File: config.mk
export PLATFORM = sky130hd
export DESIGN_NAME = uart_tx_arbiter
export DESIGN_NICKNAME = d
export VERILOG_FILES = /design/src/rtl/uart_tx_arbiter.sv
export SDC_FILE = /design/constraint.sdc
export NUM_CORES = 1
export LEC_CHECK = 0
export ABC_AREA = 1
export ABC_CLOCK_PERIOD_IN_PS = 3500
export CORE_MARGIN = 1.5
export CORE_UTILIZATION = 35
export CTS_BUF_LIST = sky130_fd_sc_hd__clkbuf_4 sky130_fd_sc_hd__clkbuf_8 sky130_fd_sc_hd__clkbuf_16
export DETAILED_ROUTE_END_ITERATION = 6
export PLACE_DENSITY = 0.76
export SLEW_MARGIN = 20
export SYNTH_ARGS = -nofsm -noshare
export SYNTH_HDL_FRONTEND = slang
export SYNTH_SLANG_ARGS = --single-unit
File: constraint.sdc
create_clock -name sys_clk -period 3.5 [get_ports sys_clk]
set_input_delay 0.525 -clock sys_clk [delete_from_list [all_inputs] [get_ports sys_clk]]
set_output_delay 0.525 -clock sys_clk [all_outputs]
set_load 0.005 [all_outputs]
File: src/rtl/uart_tx_arbiter.sv
// Frame-atomic round-robin arbiter in front of the UART send FIFO write port.
// Optional stall timeout is built when UART_ARB_TIMEOUT_EN is defined.
module uart_tx_arbiter #(
  parameter int unsigned NUM_REQ      = 2,
  parameter int unsigned IDLE_TIMEOUT = 255
) (
  input  logic                 sys_clk,
  input  logic                 sys_rst,
  input  logic [NUM_REQ-1:0]   req_valid,
  input  logic [8*NUM_REQ-1:0] req_data,
  input  logic [NUM_REQ-1:0]   req_last,
  output logic [NUM_REQ-1:0]   req_ready,
  output logic                 tx_wen,
  output logic [7:0]           tx_wdata,
  input  logic                 tx_ready,
  output logic                 busy,
  output logic [2:0]           grant_id,
  output logic                 timeout_o
);

  localparam int unsigned MAX_REQ = 8;
  localparam int unsigned DW      = 8;
  localparam int unsigned IDW     = 3;
  localparam int unsigned PADW    = DW * MAX_REQ;

  typedef enum logic {IDLE, LOCK} state_t;

  state_t               state, state_next;
  logic [IDW-1:0]       last_grant, last_grant_next;
  logic [IDW-1:0]       grant_next;
  logic                 busy_next;

  logic [MAX_REQ-1:0]   valid_pad, last_pad, ready_pad;
  logic [PADW-1:0]      data_pad;
  logic [IDW-1:0]       sel, cand;
  logic                 any_sel;
  int unsigned          idx_sum;
  logic                 xfer;

`ifdef UART_ARB_TIMEOUT_EN
  logic [7:0]           stall_cnt, stall_cnt_next;
  logic                 timeout_next;
`endif

  // Zero-extend requester buses to the 8-wide maximum so indexing is uniform
  always_comb begin
    valid_pad = MAX_REQ'(req_valid);
    last_pad  = MAX_REQ'(req_last);
    data_pad  = PADW'(req_data);
  end

  // Round-robin pick: first valid requester after last_grant, wrapping
  always_comb begin
    sel     = last_grant;
    any_sel = 1'b0;
    idx_sum = 0;
    cand    = '0;
    for (int unsigned k = 1; k <= NUM_REQ; k++) begin
      idx_sum = 32'(last_grant) + k;
      if (idx_sum >= NUM_REQ) idx_sum = idx_sum - NUM_REQ;
      cand = IDW'(idx_sum);
      if (!any_sel && valid_pad[cand]) begin
        any_sel = 1'b1;
        sel     = cand;
      end
    end
  end

  // Next-state and pass-through datapath
  always_comb begin
    state_next      = state;
    last_grant_next = last_grant;
    grant_next      = grant_id;
    ready_pad       = '0;
    tx_wen          = 1'b0;
    tx_wdata        = '0;
    xfer            = 1'b0;
`ifdef UART_ARB_TIMEOUT_EN
    stall_cnt_next  = stall_cnt;
    timeout_next    = 1'b0;
`endif

    case (state)
      IDLE: begin
`ifdef UART_ARB_TIMEOUT_EN
        stall_cnt_next = '0;
`endif
        if (any_sel) begin
          grant_next = sel;
          state_next = LOCK;
        end
      end
      LOCK: begin
        xfer      = valid_pad[grant_id] & tx_ready;
        tx_wen    = xfer;
        tx_wdata  = data_pad[{grant_id, 3'b000} +: DW];
        ready_pad = MAX_REQ'(tx_ready) << grant_id;
        if (xfer && last_pad[grant_id]) begin
          state_next      = IDLE;
          last_grant_next = grant_id;
        end
`ifdef UART_ARB_TIMEOUT_EN
        // Only an absent owner counts as a stall; FIFO backpressure never does
        if (xfer) begin
          stall_cnt_next = '0;
        end else if (!valid_pad[grant_id]) begin
          if (stall_cnt == 8'(IDLE_TIMEOUT)) begin
            state_next      = IDLE;
            last_grant_next = grant_id;
            timeout_next    = 1'b1;
          end else begin
            stall_cnt_next = stall_cnt + 8'd1;
          end
        end
`endif
      end
      default: state_next = IDLE;
    endcase

    busy_next = (state_next == LOCK);
  end

  assign req_ready = ready_pad[NUM_REQ-1:0];

  always_ff @(posedge sys_clk) begin
    if (sys_rst) begin
      state      <= IDLE;
      last_grant <= IDW'(NUM_REQ - 1);
      grant_id   <= '0;
      busy       <= 1'b0;
    end else begin
      state      <= state_next;
      last_grant <= last_grant_next;
      grant_id   <= grant_next;
      busy       <= busy_next;
    end
  end

`ifdef UART_ARB_TIMEOUT_EN
  always_ff @(posedge sys_clk) begin
    if (sys_rst) begin
      stall_cnt <= '0;
      timeout_o <= 1'b0;
    end else begin
      stall_cnt <= stall_cnt_next;
      timeout_o <= timeout_next;
    end
  end
`else
  assign timeout_o = 1'b0;
`endif

endmodule

* Word-level counts from Yosys, hierarchy flattened
Cells that the tools add are included.
Operators by class: add/sub/neg operators 4, multipliers 0, divide/modulo/power cells 0, $lt $le $gt $ge 5, equality and inequality tests 0, shift operators 2, mux-type cells 20, bitwise operators 2, reductions and logical operators 5
Operator list (number):
- 64-bit by 7-bit indexed part select with 8-bit output | 1
- 1-bit binary-select mux with 3-bit select | 4
- 3-bit by 4-bit < comparator with 1-bit output (second input constant) | 3
- 3-bit 2-to-1 mux | 4
- 1-bit 2-to-1 mux | 9
- 4-bit by 2-bit >= comparator with 1-bit output (second input constant) | 2
- 8-bit 2-to-1 mux | 1
- 3-bit by 2-bit subtractor with 3-bit output (second input constant) | 2
- 3-bit by 1-bit adder with 4-bit output (second input constant) | 1
- 3-bit by 2-bit adder with 4-bit output (second input constant) | 1
- 2-bit AND reduction | 2
- 1-bit by 3-bit left shift with 2-bit output | 1
- 1-bit logical AND | 2
- 2-bit 2-to-1 mux | 1
- 1-bit case mux with 2 select lines | 1
- 1-bit AND | 1
- 1-bit logical NOT | 1
- 1-bit inverter | 1
Storage, ports and cells: bits in registers 7, bits in latches 0, bits in writable memories 0, ROM bits 0, bits of input ports 23, output and inout bits 16, word-level logic and storage cells 41, memories kept 0

* Logic depth before layout (Yosys ltp)
depth after elaboration 11, mapped depth 11, depth with buffers taken out 11

* Worst setup path after synthesis
OpenSTA, ideal clock, no wires.
path kind register -> output, start register grant_id[0], end output port tx_wdata[0], arrival time 0.893 ns, data required time 2.975 ns, path slack 2.082 ns, cell stages (with the launch flop) 5, buffers on the path 1, cells stage by stage dfxtp_1 -> inv_1 -> clkbuf_1 -> nand2_1 -> a21oi_1
Between the ends: word-level cells in the longest chain between the ends 2
RTL lines:
- start: declaration | line 17 | output logic [2:0] grant_id,
- start signal: assignment | line 134 | grant_id <= grant_next;
- 64-bit by 7-bit indexed part select with 8-bit output | line 96 | tx_wdata = data_pad[{grant_id, 3'b000} +: DW];
- 8-bit 2-to-1 mux | line 83 | case (state)
- end: declaration | line 14 | output logic [7:0] tx_wdata,
No other way between the ends.

* Worst setup path after layout
start input port req_valid[1], end output port tx_wen
Between the ends: word-level cells in the longest chain between the ends 4
RTL lines:
- start: declaration | line 9 | input logic [NUM_REQ-1:0] req_valid,
- 1-bit binary-select mux with 3-bit select | line 94 | xfer = valid_pad[grant_id] & tx_ready;
- 1-bit 2-to-1 mux (not written as such) | line 94
- 1-bit AND | line 94
- 1-bit 2-to-1 mux | line 83
- end: declaration | line 13 | output logic tx_wen,
No other way between the ends. The select of a mux whose other input is x is not followed.

==> out/results.ini <==
[critical_path]
crit_top_cell=clkdlybuf4s50_1
end_kind=primary output
startpoint_type=input port
r2r_start=last_grant[1]$_SDFFE_PP0P_
crit_family=buffers and inverters
crit_chain=clkdlybuf4s50_1 > nand2_1 > o21a_1 > nor3_4 > clkdlybuf4s50_1
path_buf_inv=2
critPathMaxFanout=3
worst_ep_arrival_time_ns=1.93
max_stage_delay_ns=0.53
cp-startpoint=req_valid[1]
rr_worst_depth=10
reg2reg_setup_slack_ns=1.95
cp.required_ns=2.97
crit_type=input port to primary output
cpMaxStageDelayCell=clkdlybuf4s50_1
reg2reg_to=grant_id[0]$_SDFFE_PP0P_

[die]
ios=39
die_area_sq_um=2096
row_count=15
die_h_microns=45.78
core-area_sq_um=1727
die_w_microns=45.78
initial_core_util_pct=37.10

[power_and_ir_drop]
total_leakage_power_nw=0.4865
netSwitchingPower_w=0.00009860
p_int_w=0.0002102
total_power_w=0.0003088
p_seq_share_pct=31.0
ir_drop_uv=278.3
switching_share_pct=31.93
p_clk_share_pct=25.7
power_frac_comb_pct=43.3
power_density_nw_per_um2=292.5

[worst_hold_path]
min-delay-start=grant_id[2]$_SDFFE_PP0P_
hold_end=grant_id[2]$_SDFFE_PP0P_
hold_class=flop to flop
hold-path-cell-count=2

[sta]
skew_ns=0.005126
setup_tns_ns=0
hold_viol=0
fin_crit_ns=2.460
fin_crit_sh_pct=70.28
timing.hold.ws_ns=0.4783
setup_violations=0
fmax_mhz=406.5
drv_slew=0
rsz0062_at_grt=false

[global_routing]
grt_antenna_before_repair=0
track_usage_pct=16.18
grt_pass1_wl_mm=2.518
grt_start_max_net_pins=15
first_global_vias=601
overflow=0

[detailed_routing]
routed_via_density=4.358
ant_nets=0
wl_met2_microns=855
wl_per_cell_microns=10.05
drt_pass1_iterations=4
vias=719
drtIter0Drc=13
post-route-drc-count=0
wl_met3_microns=64
top_layer_used=met3
wl_mm=1.658
met1Wirelength_microns=738

[yosys]
ys_seq_area_share_pct=21.87
synth_cell_types=23
synthCells=102
synthesis.nets=131
synthArstFlopShare_pct=0
yosysWarnings=0
avgSynthCellArea_sq_um=6.281
ys_ff_latch=7
synth-edff-count=0
ys.flop_type=dfxtp_1
syn-cell-area_sq_um=640.6

[clock_network]
clock_sinks=7
clk_latency_ns=0.25
clockRootBuffer=clkbuf_4
cts_made_buffers=3
htreeDepth=1
postCtsSetupRepairBufs=0
ctsResizeCount=0
cts.hold.buffers_added=0
path_clk_slew_ns=0.05
cts_max_path_buffers=2
cts_tree=built

[layout]
final_cell_count_no_fill=165
syn_to_final_growth_pct=64.84
antenna_cells=0
nets=170
drive_gt1_share_pct=12.86

[placed_design]
dp_hpwl_mm=1.360
port_buffers=37
dpl.cell_count=161
gp_congestion=0.7256

[job]
cap_violations=0

[status]
status=finished, final reports clean

==> layout by cell type, fill, tap and decap left out, drive strengths merged, types with 3 or more instances in the layout <==
| master | count |
|---|---|
| dfxtp | 7 |
| a21oi | 9 |
| nand2 | 38 |
| clkbuf | 4 |
| clkdlybuf4s50 | 37 |
| inv | 15 |
| ha | 6 |
| nand3 | 3 |
| nor2 | 9 |
| o21ai | 4 |
| nor3 | 3 |
==> logic make-up after synthesis <==
kind of cell | Yosys count | share of synthesized area [%]
other | 1 | 0.5854
and+or+nand+nor | 54 | 38.28
xor gates and xnor gates | 1 | 2.540
adders and majority gates | 6 | 11.72
buffers and inverters | 18 | 11.33
AOI/OAI and AO/OA | 15 | 13.67
DFF | 7 | 21.87
==> per-stage QoR <==
step / cell area [sq um] / setup WS (ns) / utilization (%)
floorplan: 640.6 / 2.082 / -
global placement: 1026 / 1.051 / 59.42
detailed placement: 1026 / 1.043 / 59.42
CTS: 1056 / 1.034 / 61.16
global route: 1056 / 0.9453 / 61.16
finish: 1056 / 1.040 / 61.16
==> worst reg2reg max path, stage by stage, from the launching register on <==
cell and delay [ns]:
dfxtp_1 0.38, inv_1 0.13, ha_1 0.32, inv_1 0.05, o21ai_0 0.07, nor2_1 0.10
nand3_1 0.09, nand2_2 0.09, nand2_2 0.06, nor2_1 0.11, nor2_1 0.05
==> Yosys cell counts (2+ instances only) <==
cell type / count / area [sq um]
o21ai_2: 2 / 17.52
nor3_1: 2 / 10.01
nand2_1: 33 / 123.9
nand2_2: 5 / 31.28
a21oi_1: 9 / 45.04
dfxtp_1: 7 / 140.1
ha_1: 6 / 75.07
inv_2: 3 / 11.26
o21ai_0: 2 / 10.01
nor2_1: 8 / 30.03
nand3_1: 2 / 10.01
inv_1: 12 / 45.04
==> metal layers <==
metal / track usage (%) / vias to the layer above
met1: 20.76 / 316
met3: 5.556 / 0
met4: 3.429 / 0
met2: 26.20 / 14
li1: - / 389
met5: 0 / -
==> power by group through the flow <==
stage	clock, W	sequential (W)	combinational (W)
6_report	0.0000794	0.0000956	0.000134
5_1_grt	0.0000873	0.0000972	0.000149
3_5_place_dp	0	0.0000972	0.000135
2_1_floorplan	0	0.0000915	0.0000712
4_1_cts	0.0000835	0.0000956	0.000136
3_3_place_gp	0	0.0000967	0.000132
==> registers in the layout, indices dropped and copies added, names as in the netlist <==
name,count
grant_id,3
state,1
last_grant,3
==> final cells by class <==
type | instances | area [sq um]
well taps | 25 | 31.28
multi-input cells | 77 | 427.9
clock buffers | 4 | 30.03
fillers | 180 | 670.6
flip-flops and latches | 7 | 140.1
repair buffers | 37 | 370.4
inverters | 15 | 56.30
==> worst max-delay path by stage <==
stage / to / slack [ns] / cells past startpoint
floorplan: tx_wdata[0] / 2.08 / 4
global placement: tx_wen / 1.05 / 5
detailed placement: tx_wen / 1.04 / 5
CTS: tx_wen / 1.03 / 5
global route: req_ready[1] / 0.95 / 3
finish: tx_wen / 1.04 / 5
Note: power is estimated with default switching activity, not from simulation.
